[config.mk]
export PLATFORM = sky130hd
export DESIGN_NAME = mux_arbiter
export DESIGN_NICKNAME = d
export VERILOG_FILES = /design/src/rtl/mux_arbiter_pkg.sv /design/src/rtl/mux_arbiter_mux2.sv /design/src/rtl/mux_arbiter.sv
export SDC_FILE = /design/constraint.sdc
export NUM_CORES = 1
export LEC_CHECK = 0
export CAP_MARGIN = 20
export CORE_AREA = 2 2 46 48
export CTS_CLUSTER_DIAMETER = 40
export DETAILED_ROUTE_END_ITERATION = 10
export DIE_AREA = 0 0 48 50
export DONT_BUFFER_PORTS = 1
export PLACE_DENSITY = 0.88
export SYNTH_ARGS = -nofsm -noshare
export SYNTH_HDL_FRONTEND = slang
export SYNTH_HIERARCHICAL = 1
export SYNTH_SLANG_ARGS = --single-unit
[constraint.sdc]
create_clock -name clk -period 6.2 [get_ports clk]
set_clock_uncertainty 0.1 [all_clocks]
set_input_delay 0.62 -clock clk [delete_from_list [all_inputs] [get_ports clk]]
set_output_delay 0.62 -clock clk [all_outputs]
set_load 0.01 [all_outputs]
[src/rtl/mux_arbiter_pkg.sv]
// Shared definitions for the two-requester beat arbiter.
//   state_t          : arbiter FSM encoding (IDLE = 0, SERVE_A = 1, SERVE_B = 2)
//   DEFAULT_WIDTH    : default payload width
//   DEFAULT_MAX_HOLD : default beat limit per requester while the other waits
package mux_arbiter_pkg;

  localparam int unsigned DEFAULT_WIDTH    = 8;
  localparam int unsigned DEFAULT_MAX_HOLD = 4;

  typedef enum logic [1:0] {
    IDLE    = 2'd0,
    SERVE_A = 2'd1,
    SERVE_B = 2'd2
  } state_t;

endpackage

[src/rtl/mux_arbiter_mux2.sv]
// Single-bit 2:1 multiplexer, the shared datapath cell.
//   a : selected when s = 0
//   b : selected when s = 1
//   s : select
//   y : selected bit
module mux_arbiter_mux2 (
  input  logic a,
  input  logic b,
  input  logic s,
  output logic y
);

  assign y = s ? b : a;

endmodule

[src/rtl/mux_arbiter.sv]
// Two-requester arbiter feeding one registered output beat.
// Requesters are served in bursts of up to MAX_HOLD beats when both are
// active; a lone requester keeps being served indefinitely.
//   clk, rst         : clock, asynchronous active-high reset
//   req_a, data_a    : requester A beat available / payload
//   req_b, data_b    : requester B beat available / payload
//   grant_a, grant_b : strobe, the requester's beat is accepted this cycle
//   sel              : datapath select (0 = A, 1 = B)
//   out_valid        : out_data holds a beat
//   out_data         : registered output beat
//   out_ready        : downstream accepts out_data when out_valid is high
module mux_arbiter
  import mux_arbiter_pkg::*;
#(
  parameter int unsigned WIDTH    = DEFAULT_WIDTH,
  parameter int unsigned MAX_HOLD = DEFAULT_MAX_HOLD
) (
  input  logic             clk,
  input  logic             rst,
  input  logic             req_a,
  input  logic [WIDTH-1:0] data_a,
  input  logic             req_b,
  input  logic [WIDTH-1:0] data_b,
  output logic             grant_a,
  output logic             grant_b,
  output logic             sel,
  output logic             out_valid,
  output logic [WIDTH-1:0] out_data,
  input  logic             out_ready
);

  localparam int unsigned HW = $clog2(MAX_HOLD + 1);
  localparam logic [HW-1:0] HOLD_MAX  = HW'(MAX_HOLD);
  localparam logic [HW-1:0] HOLD_LAST = HW'(MAX_HOLD - 1);

  state_t           state, state_next;
  logic             last_b;
  logic [HW-1:0]    hold;
  logic             sel_q;
  logic             space;
  logic             accept;
  logic             at_limit;
  logic [WIDTH-1:0] mux_data;

  assign space  = !out_valid || out_ready;
  assign accept = grant_a || grant_b;

  // The limit is judged on the count including this cycle's accept, so the
  // hand-over happens right after the MAX_HOLD-th beat with no extra beat.
  assign at_limit = (hold == HOLD_MAX) || (accept && hold == HOLD_LAST);

  always_comb begin
    sel     = sel_q;
    grant_a = 1'b0;
    grant_b = 1'b0;
    case (state)
      SERVE_A: begin
        sel     = 1'b0;
        grant_a = req_a && space;
      end
      SERVE_B: begin
        sel     = 1'b1;
        grant_b = req_b && space;
      end
      default: ;
    endcase
  end

  always_comb begin
    state_next = state;
    case (state)
      IDLE: begin
        if (req_a && req_b) state_next = last_b ? SERVE_A : SERVE_B;
        else if (req_a)     state_next = SERVE_A;
        else if (req_b)     state_next = SERVE_B;
      end
      SERVE_A: begin
        if (!req_a)                state_next = req_b ? SERVE_B : IDLE;
        else if (at_limit && req_b) state_next = SERVE_B;
      end
      SERVE_B: begin
        if (!req_b)                state_next = req_a ? SERVE_A : IDLE;
        else if (at_limit && req_a) state_next = SERVE_A;
      end
      default: state_next = IDLE;
    endcase
  end

  for (genvar i = 0; i < WIDTH; i++) begin : g_mux
    mux_arbiter_mux2 u_mux (
      .a (data_a[i]),
      .b (data_b[i]),
      .s (sel),
      .y (mux_data[i])
    );
  end

  always_ff @(posedge clk or posedge rst) begin
    if (rst) begin
      state  <= IDLE;
      last_b <= 1'b1;
      hold   <= '0;
      sel_q  <= 1'b0;
    end else begin
      state <= state_next;
      sel_q <= sel;
      if (state_next == SERVE_A && state != SERVE_A) last_b <= 1'b0;
      else if (state_next == SERVE_B && state != SERVE_B) last_b <= 1'b1;
      if (state_next != state)              hold <= '0;
      else if (accept && hold != HOLD_MAX)  hold <= hold + 1'b1;
    end
  end

  always_ff @(posedge clk or posedge rst) begin
    if (rst) begin
      out_valid <= 1'b0;
      out_data  <= '0;
    end else if (accept) begin
      out_valid <= 1'b1;
      out_data  <= mux_data;
    end else if (out_ready) begin
      out_valid <= 1'b0;
    end
  end

endmodule

# Yosys cells after proc, flatten, opt, wreduce, memory -nomap -nowiden
# Cells that the tools add are included.
classes:
  n_mux: 28
  eq_ne: 10
  reduce_logical: 17
  addsub: 1
op_table:
  columns: ["cell", "n"]
  rows:
  - ["$mux W2", 9]
  - ["$mux W1", 15]
  - ["$logic_and A1 B1 Y1", 9]
  - ["$mux W3", 2]
  - ["$pmux W2 S3", 1]
  - ["$reduce_bool A2 Y1", 3]
  - ["$eq A2 B1 Y1 const B", 2]
  - ["$eq A2 B2 Y1 const B", 2]
  - ["$add A3 B1 Y3 const B", 1]
  - ["$eq A3 B2 Y1 const B", 1]
  - ["$eq A3 B3 Y1 const B", 1]
  - ["$logic_or A1 B1 Y1", 3]
  - ["$ne A3 B3 Y1 const B", 1]
  - ["$logic_not A2 Y1", 1]
  - ["$ne A2 B1 Y1 const B", 1]
  - ["$ne A2 B2 Y1", 1]
  - ["$ne A2 B2 Y1 const B", 1]
  - ["$pmux W1 S2", 1]
  - ["$logic_not A1 Y1", 1]
word_totals:
  ff_bits: 16
  in_bits: 21
  out_inout_bits: 12
  wordCells: 62

# Longest topological paths before layout
depth:
  word_depth: 15
  ltp_mapped: 8
  mapped_depth_nobuf: 7

# Modules after synthesis
# Netlist, hierarchy kept.
modules_own_cells:
  columns: ["module", "cells_per_inst", "n_inst", "seq_area_each_um2", "area_per_inst_um2"]
  rows:
  - ["mux_arbiter", 119, 1, 401.6, 1076.0]
  - ["mux_arbiter_mux2", 1, 8, 0.0, 15.0]

# Worst setup path after synthesis
# No wires, ideal clock.
synth_path:
  path_kind: "register -> register"
  startpoint: "register state[1]"
  endpoint: "register hold[0]"
  slack_ps: 4112
  path_buffers: 0
  arrival_time_ps: 1902
  period_less_slack_ps: 2088
  setup_ps: 86
  required_ps: 6014
  stages_incl_launch_ff: 8
  cell_sequence: "dfrtp_1 inv_1 ha_1 a22oi_2 o31a_4 a41oi_2 a311o_1 nor3_1"
synth_via:
  elab_chain_len: 11
  word_cells_on_any_way: 22
  cone_classes: "3 x eq/ne; 11 x mux; 8 x reduce/logical"
synth_rtl:
  columns: ["element", "line", "rtl"]
  rows:
  - ["start, declared", "mux_arbiter.sv:36", "state_t state, state_next;"]
  - ["start signal, assigned", "mux_arbiter.sv:105", "state <= state_next;"]
  - ["$eq A2 B1 Y1 / $eq A2 B2 Y1 (equally long branches)", "mux_arbiter.sv:56, mux_arbiter.sv:71", null]
  - ["$mux W1", "mux_arbiter.sv:56", "case (state)"]
  - ["$logic_or A1 B1 Y1", "mux_arbiter.sv:46", "assign accept = grant_a || grant_b;"]
  - ["$logic_and A1 B1 Y1", "mux_arbiter.sv:50", "assign at_limit = (hold == HOLD_MAX) || (accept && hold == HOLD_LAST);"]
  - ["$logic_or A1 B1 Y1", "mux_arbiter.sv:50", null]
  - ["$logic_and A1 B1 Y1, on equally long branches", "mux_arbiter.sv:83, mux_arbiter.sv:79", null]
  - ["$mux W2, on equally long branches", "mux_arbiter.sv:83, mux_arbiter.sv:79", null]
  - ["$mux W2, on equally long branches", "mux_arbiter.sv:82, mux_arbiter.sv:78", null]
  - ["$pmux W2 S3", "mux_arbiter.sv:71", "case (state)"]
  - ["$ne A2 B2 Y1", "mux_arbiter.sv:109", "if (state_next != state) hold <= '0;"]
  - ["$mux W3 / $reduce_bool A2 Y1 (equally long branches)", null, null]
  - ["end signal, assigned", "mux_arbiter.sv:110", "else if (accept && hold != HOLD_MAX) hold <= hold + 1'b1;"]
  - ["end, declared", "mux_arbiter.sv:38", "logic [HW-1:0] hold;"]
# Parallel ways exist; a longest one is shown, timed or not.
# A chain may end at the register's enable or synchronous reset.

# Worst setup path in the final report
layout_path:
  startpoint: "register state[0]"
  endpoint: "output grant_b"
layout_via:
  elab_chain_len: 2
layout_rtl:
  columns: ["element", "line", "rtl"]
  rows:
  - ["$eq A2 B2 Y1", "mux_arbiter.sv:56", null]
  - ["$mux W1", "mux_arbiter.sv:56", null]
  - ["end, declared", "mux_arbiter.sv:25", "output logic grant_b,"]
# Every way passes these cells.

==> results_dict.tcl <==
set metrics [dict create \
    status "finished, final reports clean" \
    fin_util_pct 64.3 \
    portBuffers 0 \
    antenna_found_initial 0 \
    path_class "reg2out" \
    crit_path_start_kind "flop" \
    synth_seq_cells 16 \
    die_w_um 48 \
    h-tree-depth 1 \
    drc 0 \
    p_comb_share_pct 53.2 \
    wl_per_cell_um 15.9 \
    ys.flop_type "dfrtp_1" \
    p_int_uw 325 \
    area_growth_pct 2.30 \
    vias 942 \
    cp_top_family "flip-flops" \
    met3_usage_pct 4.03 \
    power.switching_uw 259 \
    drv_slew 0 \
    fin_setup_tns_ns 0 \
    clk_pin_slew_ns 0.09 \
    stdcell_count 154 \
    final-hold-violation-count 0 \
    core_um2 1900 \
    post-cts-setup-buffers 0 \
    setup_viol 0 \
    critPathSlowestCell "dfrtp_1" \
    die-area_um2 2400 \
    post_cts_resized 0 \
    cts-hold-fix-buffers 0 \
    cpPeakStageDelay_ns 0.45 \
    cts_tree "built" \
    synthCells 127 \
    cts.path.max_buffers 2 \
    tightestPinTransition_ns 0.564 \
    firstDrtPassIters 4 \
    ys_warn_count 6 \
    cp-end-kind "primary output" \
    dp_cells 150 \
    grt_use_met2_pct 37.8 \
    pwr-share-clk_pct 11.5 \
    clock-sinks 16 \
    cts_made_buffers 3 \
    syn_avg_cell_area_um2 9.42 \
    fmax_mhz 400 \
    crit_chain "inv_1, ha_1, inv_1, nor3_1" \
    drive_above_1_share_pct 17.3 \
    drv_cap 0 \
    power_density_nw_per_um2 477 \
    first_global_vias 944 \
    ys_types 42 \
    dp_hpwl_um 1940 \
    finalNetCount 156 \
    viasPerCell 6.12 \
    clk_latency_ns 0.28 \
    ant_nets 0 \
    grt_pass1_wl_um 4020 \
    grt-ovfl-total 0 \
    placed_area_um2 1190 \
    io_pins 33 \
    grt_max_degree 17 \
    seqPwrFrac_pct 35.3 \
    critPathArrivalTime_ns 1.78 \
    start_util_pct 62.9 \
    ir_drop_mv 0.309 \
    diodes 0 \
    design_area_um2 1220 \
    sw_frac_of_total_pct 44.4 \
    grt_busiest_layer "met2" \
    critPathMostFrequentCell "inv_1" \
    cp.buffers_inverters 2 \
    ys_seq_area_share_pct 33.6 \
    clock-root-buffer "clkbuf_4" \
    fillers 159 \
    synth_edf_count 0 \
    gp_congestion 1.02 \
    cp_max_fo 7 \
    synthArstFlopShare_pct 100 \
    grt_util_all_layers_pct 23.2 \
    synthesis.nets 155 \
    synth_area_um2 1200 \
    post-route-period-util_pct 40.3 \
    cp_data_required_time_ns 5.48 \
    initialDrtViolationCount 32 \
    period_needed_ns 2.50 \
    wirelength_um 2450 \
    p_leak_uw 0.000583 \
    rows 16 \
    grtUsageMet1_pct 28.8 \
    die_h_um 50 \
    rsz0062_at_grt "false" \
    min_path_type "in2async" \
    relSlewSlack_pct 62.3 \
    holdWs_ns 0.172 \
]
[cell type report]
type,count,area [µm²],area share [%]
multi-input combinational,96,711,58.1
sequential,16,402,32.8
inverter,11,41.3,3.37
clock buffer,4,36.3,2.97
tap,27,33.8,2.76
[worst reg2reg max path: stages (launching register included)]
cell and delay (ns):
dfrtp_1 0.53, inv_1 0.15, ha_1 0.32, a22oi_2 0.33, o31a_4 0.22, a41oi_2 0.15
a311o_1 0.38, nor3_1 0.21
[worst paths after layout]
kind                       startpoint       end  slack, ns  cells past startpoint
min reg2reg                    last_b    last_b       0.43                      2
min                               rst  state[0]       0.17                      1
max reg2reg                  state[1]   hold[0]       3.73                      7
max in group asynchronous         rst    last_b       5.46                      1
min in group clk               last_b    last_b       0.43                      2
max                          state[0]   grant_b       3.70                      4
[synth_stat cells, drive strengths merged, types with 2 or more instances]
cell / number / area, µm²
mux2: 9 / 131
o21ai: 4 / 20.0
a21oi: 6 / 30.0
and3: 2 / 13.8
nand2: 28 / 105
ha: 7 / 87.6
and2b: 2 / 15.0
nor2: 5 / 18.8
nand2b: 2 / 12.5
nor3: 4 / 20.0
inv: 11 / 41.3
o311ai: 2 / 17.5
buf: 2 / 18.8
dfrtp: 15 / 375
a311oi: 2 / 17.5
nor2b: 3 / 18.8
nand3b: 3 / 22.5
[layer usage]
layer | part of all wire (%) | vias up
met2 | 47 | 65
met3 | 11 | 8
met4 | 3.3 | 0
met5 | 0 | -
li1 | - | 441
met1 | 39 | 428
[logic make-up after synthesis]
family / Yosys count / share of synthesized area (%)
XOR/XNOR: 1 / 0.732
multiplexers: 10 / 11.8
AND/OR/NAND/NOR: 53 / 21.2
adder cells (fa/ha/maj): 7 / 7.32
flip-flops: 16 / 33.6
buffers and inverters: 15 / 7.01
AO/OA/AOI/OAI: 25 / 18.3
[placed cells by master, fill, tap and decap left out, types with 2 or more instances in the layout]
master	count
a21oi_1	6
a311oi_1	2
and2b_1	2
clkbuf_4	3
dfrtp_1	15
ha_1	7
inv_1	11
mux2_4	8
nand2_1	28
nand2b_1	2
nand3b_1	3
nor2_1	5
nor2b_1	3
nor3_1	4
o21ai_0	3
[power by group through the flow]
stage | Clock [µW] | Sequential, µW | Combinational [µW]
global route | 71.1 | 211 | 346
floorplan | 0 | 194 | 269
detailed placement | 0 | 206 | 311
global placement | 0 | 203 | 293
CTS | 67.0 | 206 | 310
finish | 66.9 | 206 | 311
[state kept, by name (all words and copies together) (netlist names)]
register and count:
last_b 1, out_valid 1, sel_q 1, hold 3, state 2, out_data 8
[per-stage QoR]
step           power, µW  setup slack, ns
5_1_grt              628             3.59
6_report             584             3.70
3_3_place_gp         496             3.88
4_1_cts              583             3.75
2_1_floorplan        462             4.11
3_5_place_dp         517             3.78
No activity file was read; power rests on OpenSTA's default activity.
